### config.mk
export PLATFORM = sky130hd
export DESIGN_NAME = mult_seq_flat
export DESIGN_NICKNAME = d
export VERILOG_FILES = /design/src/rtl/mult_seq_if.sv /design/src/rtl/mult_seq.sv /design/src/flat_wrapper.sv
export SDC_FILE = /design/constraint.sdc
export NUM_CORES = 1
export LEC_CHECK = 0
export CAP_MARGIN = 5
export CORE_ASPECT_RATIO = 1.75
export CORE_MARGIN = 2
export CORE_UTILIZATION = 52
export CTS_CLUSTER_DIAMETER = 60
export DETAILED_ROUTE_END_ITERATION = 6
export HOLD_SLACK_MARGIN = 0.06
export PLACE_DENSITY_LB_ADDON = 0.08
export SLEW_MARGIN = 20
export SYNTH_ARGS = -nofsm -noshare
export SYNTH_HDL_FRONTEND = slang
export SYNTH_SLANG_ARGS = --single-unit
### constraint.sdc
create_clock -name clock -period 2.8 [get_ports clock]
set_input_delay 0.42 -clock clock [delete_from_list [all_inputs] [get_ports clock]]
set_output_delay 0.42 -clock clock [all_outputs]
set_load 0.02 [all_outputs]
### src/rtl/mult_seq_if.sv
// Operand/result bundle for the shift-add multiplier; master issues requests,
// slave (the multiplier) returns hi/lo with busy/done status.
interface mult_seq_if #(
    parameter int unsigned WIDTH = 32
);
    logic             start;
    logic             sign;
    logic [WIDTH-1:0] a;
    logic [WIDTH-1:0] b;
    logic [WIDTH-1:0] hi;
    logic [WIDTH-1:0] lo;
    logic             busy;
    logic             done;

    modport master (
        output start, sign, a, b,
        input  hi, lo, busy, done
    );

    modport slave (
        input  start, sign, a, b,
        output hi, lo, busy, done
    );
endinterface

### src/rtl/mult_seq.sv
// Sequential shift-add multiplier for MULT/MULTU: one add/shift step per clock,
// magnitudes multiplied unsigned and the sign applied in a final FIX cycle.
module mult_seq #(
    parameter int unsigned WIDTH = 32
) (
    input  logic        clock,
    input  logic        reset,
    mult_seq_if.slave   bus
);
    localparam int unsigned CW = $clog2(WIDTH + 1);
    localparam int unsigned PW = 2 * WIDTH;

    typedef enum logic [1:0] {IDLE, RUN, FIX} state_t;

    state_t            state_q;
    logic [CW-1:0]     count_q;
    logic [WIDTH-1:0]  ma_q;
    logic [PW-1:0]     p_q;
    logic              neg_q;
    logic [WIDTH-1:0]  hi_q;
    logic [WIDTH-1:0]  lo_q;
    logic              busy_q;
    logic              done_q;

    logic [WIDTH-1:0]  mag_a_d;
    logic [WIDTH-1:0]  mag_b_d;
    logic              neg_d;
    logic [WIDTH:0]    upper_d;
    logic [PW-1:0]     p_d;
    logic [PW-1:0]     result_d;

    always_comb begin
        mag_a_d = (bus.sign && bus.a[WIDTH-1]) ? (~bus.a + WIDTH'(1)) : bus.a;
        mag_b_d = (bus.sign && bus.b[WIDTH-1]) ? (~bus.b + WIDTH'(1)) : bus.b;
        neg_d   = bus.sign & (bus.a[WIDTH-1] ^ bus.b[WIDTH-1]);
        // Carry out of the add lands in the top bit after the right shift.
        upper_d = {1'b0, p_q[PW-1:WIDTH]} + (p_q[0] ? {1'b0, ma_q} : '0);
        p_d     = {upper_d, p_q[WIDTH-1:1]};
        result_d = neg_q ? (~p_q + PW'(1)) : p_q;
    end

    always_ff @(posedge clock or negedge reset) begin
        if (!reset) begin
            state_q <= IDLE;
            count_q <= '0;
            ma_q    <= '0;
            p_q     <= '0;
            neg_q   <= 1'b0;
            hi_q    <= '0;
            lo_q    <= '0;
            busy_q  <= 1'b0;
            done_q  <= 1'b0;
        end else begin
            case (state_q)
                IDLE: begin
                    done_q <= 1'b0;
                    if (bus.start) begin
                        ma_q    <= mag_a_d;
                        p_q     <= {{WIDTH{1'b0}}, mag_b_d};
                        neg_q   <= neg_d;
                        count_q <= CW'(WIDTH);
                        busy_q  <= 1'b1;
                        state_q <= RUN;
                    end
                end
                RUN: begin
                    p_q     <= p_d;
                    count_q <= count_q - CW'(1);
                    if (count_q == CW'(1)) begin
                        state_q <= FIX;
                    end
                end
                FIX: begin
                    {hi_q, lo_q} <= result_d;
                    done_q  <= 1'b1;
                    busy_q  <= 1'b0;
                    state_q <= IDLE;
                end
                default: begin
                    state_q <= IDLE;
                end
            endcase
        end
    end

    assign bus.hi   = hi_q;
    assign bus.lo   = lo_q;
    assign bus.busy = busy_q;
    assign bus.done = done_q;
endmodule
### src/flat_wrapper.sv
// flat-port wrapper written by rule: the top's interface ports become plain ports
module mult_seq_flat 
#(
    parameter int unsigned WIDTH = 32
)
  (clock, reset, bus_start, bus_sign, bus_a, bus_b, bus_hi, bus_lo, bus_busy, bus_done);
  mult_seq_if #(.WIDTH(WIDTH)) bus_i ();
  input  logic clock;
  input  logic reset;
  input wire logic [$bits(bus_i.start)-1:0] bus_start;
  input wire logic [$bits(bus_i.sign)-1:0] bus_sign;
  input wire logic [$bits(bus_i.a)-1:0] bus_a;
  input wire logic [$bits(bus_i.b)-1:0] bus_b;
  output wire logic [$bits(bus_i.hi)-1:0] bus_hi;
  output wire logic [$bits(bus_i.lo)-1:0] bus_lo;
  output wire logic [$bits(bus_i.busy)-1:0] bus_busy;
  output wire logic [$bits(bus_i.done)-1:0] bus_done;
  assign bus_i.start = bus_start;
  assign bus_i.sign = bus_sign;
  assign bus_i.a = bus_a;
  assign bus_i.b = bus_b;
  assign bus_hi = bus_i.hi;
  assign bus_lo = bus_i.lo;
  assign bus_busy = bus_i.busy;
  assign bus_done = bus_i.done;
  mult_seq #(.WIDTH(WIDTH)) u_core (.clock(clock), .reset(reset), .bus(bus_i));
endmodule
==> run summary <==
F_max = 333 MHz
Startpoint Class = flop
Total clock buffers created by CTS = 17
DPL Wire Length = 27800 um
CP required = 3.12 ns
Post-route total power = 15100 uW
Hold Crit Class = flop to flop
Antenna Nets Post-Route = 0
Worst Slack Setup Final = -0.206 ns
Cell area after synthesis = 0.0111 mm^2
Final hold violation count = 0
P_int = 8500 uW
Buffers added on ports = 133
Most area-hungry cell type in the Yosys netlist = dfrtp_1
EDFF count, synth = 0
Hold Path Stages = 2
Core area = 0.0209 mm^2
Flops & latches, synth = 171
Worst Path Max Fanout = 5
Clock transition at the registers of the reported paths = 0.07 ns
Area after DPL = 0.0140 mm^2
Post-Syn Instances = 1317
Clk_skew = 0.0106 ns
Finished Core Util = 0.737
WHS Endpoint = u_core.ma_q[14]
Grt ovf = 0
DRT iter0 DRCs = 659
Full die area = 0.0225 mm^2
Yosys warns = 0
Synth Net Count = 1423
Min-delay src = u_core.ma_q[14]
Async set or reset register ratio after synthesis = 1.00
Post-synthesis sequential area ratio = 0.386
Reg-to-reg setup timing slack = -0.21 ns
Vias in the first global route = 11.3k
Clock share of power = 0.153
RSZ-0062 raised after global routing = true
Sw frac = 0.436
Wire per inst = 19.6 um
Drt via density = 5.92
TritonCTS Sinks = 171
WP data arrival = 3.32 ns
Library cells used by synthesis = 67
Syn avg cell area = 8.41 um^2
RePlAce Congestion = 0.951
Crit Path Class = flop to flop
Via count = 11.1k
Synth cell count leaders = nand2_1, o21ai_0, dfrtp_1
CTS Buffer Depth = 2
Worst Setup SP = u_core.p_q[0]
Fin area = 0.0154 mm^2
Prevailing post-synth register cell = dfrtp_1
Largest net degree at the start of global routing = 60
Initial antenna violation count = 0
Drt first pass iters = 5
Clk root buf = clkbuf_16
Total GRT Usage = 0.332
Setup TNS = -1.10 ns
Area grow syn2layout = 39.2%
Final min period = 3.01 ns
IO Pins = 134
CTS H-tree depth = 4
Reg2Reg Depth = 10
Top post-synthesis cells by area = dfrtp_1, o21ai_0, nand2_1
Worst IR Drop VDD = 543 uV
Worst slew pin tran = 0.682 ns
Status = complete, but fails checks
Crit Reg-Reg Startpoint = u_core.p_q[0]
Share of post-route cells with drive strength above 1 = 0.217
Gate power share = 0.554
Chip width = 114 um
TritonCTS clock tree = yes
Max-slew violations = 0
First-pass GRT wire length = 58100 um
Number of diodes = 0
Pwr dens = 978 mW/mm^2
Final wirelength = 36800 um
Tcrit/Tclk final = 1.07
Pleak = 0.00657 uW
Critical R2R Capture = u_core.bus.hi[12]
Placement Rows = 70
Worst skew pair latency = 0.45 ns
Post-layout net count = 1712
Pre-CTS setup slack = -0.503 ns
NetSw = 6580 uW
Worst setup EP type = flop
Failing checks = setup timing
# DRC = 0
Starting Density = 0.529
Max capacitance violation total = 0
Synth top area share = 0.386
DIE HEIGHT = 197 um
Flop pwr share = 0.294
Setup Viol. Count Final = 16
Max-Slew Margin vs Limit = 0.544
==> how the worst max path moves through the flow <==
stage	cells after the start	to
final	10	u_core.bus.hi[12]
after global routing	10	u_core.bus.hi[12]
after CTS	10	u_core.bus.hi[12]
after detailed placement	14	u_core.p_q[61]
after global placement	14	u_core.p_q[61]
after floorplan	10	u_core.bus.hi[12]
==> worst max-delay path, cell delays in order (launching register included) <==
cell and delay (ns):
dfrtp_1 0.42, buf_12 0.16, clkinv_8 0.04, ha_4 0.12, or3b_4 0.37, or3_4 0.36, or4_4 0.43, or4_4 0.50
o41ai_4 0.24, xor2_1 0.17, o21ai_1 0.07
==> registers in the layout, summed over array words and instances (netlist names) <==
| signal | count |
|---|---|
| u_core.bus.lo | 32 |
| u_core.bus.busy | 1 |
| u_core.ma_q | 32 |
| u_core.count_q | 6 |
| u_core.bus.hi | 32 |
| u_core.bus.done | 1 |
| u_core.neg_q | 1 |
| u_core.p_q | 64 |
| u_core.state_q | 2 |
==> final cells by class <==
cell class | instances | area [um^2]
clock buffers | 18 | 439
fillers | 1616 | 5510
repair buffers | 342 | 3010
inverters | 32 | 133
well taps | 252 | 315
multi-input cells | 1042 | 7120
clock inverters | 14 | 121
flip-flops and latches | 171 | 4280
==> what timing repair did <==
item	in CTS	in global routing
endpoints found under the hold margin	55	0
endpoints found under the setup margin	45	43
hold buffers	1	0
resized for setup	66	97
setup buffers	5	11
pin swaps	14	31
==> routing by layer <==
| metal | up-vias | wire, um | GRT usage |
|---|---|---|---|
| li1 | 5284 | - | - |
| met1 | 5299 | 13100 | 0.355 |
| met2 | 362 | 19900 | 0.607 |
| met3 | 133 | 1350 | 0.0411 |
| met4 | 0 | 2470 | 0.207 |
| met5 | - | 0 | 0 |
==> power groups by stage <==
stage          Clock (uW)  Sequential [uW]  Combinational [uW]
6_report             2300             4430                8350
5_1_grt              2420             4520                9140
4_1_cts              2320             4380                7840
3_5_place_dp            0             4380                7490
3_3_place_gp            0             4360                7350
2_1_floorplan           0             4430                3970
==> logic make-up (layout without fill, tap and decap cells) <==
family          count (synthesis)  count (layout)  share of synthesized area
xor+xnor                      135             135                      0.107
simple gates                  459             459                      0.202
mux                             2               2                    0.00181
compound gates                408             408                      0.224
fa+ha+maj                      38              38                     0.0436
flops                         171             171                      0.386
buf+inv                       104             406                     0.0356
==> cell usage in the layout (no fill, tap or decap), types with 9 or more instances in the layout <==
master,count
dfrtp_1,171
nor3_1,32
and2_1,37
a21oi_1,55
xor2_1,80
o21ai_0,159
o21ai_1,29
inv_1,30
a21o_1,9
o31ai_1,15
nor2_1,60
nand3_1,20
or3_1,14
nor4_1,12
nand2_1,187
o41ai_1,9
a21oi_2,12
ha_1,27
xnor2_1,51
buf_4,195
clkdlybuf4s50_1,132
clkbuf_16,17
a22oi_1,24
nand4_1,13
or4_1,12
ha_4,10
==> per-stage QoR <==
step           instances  hold WS (ns)
6_report            1871         0.473
5_1_grt             1871         0.492
4_1_cts             1862         0.478
3_5_place_dp        1824         0.431
3_3_place_gp        1824         0.431
2_1_floorplan       1317         0.124
(Power assumes the default switching activity.)
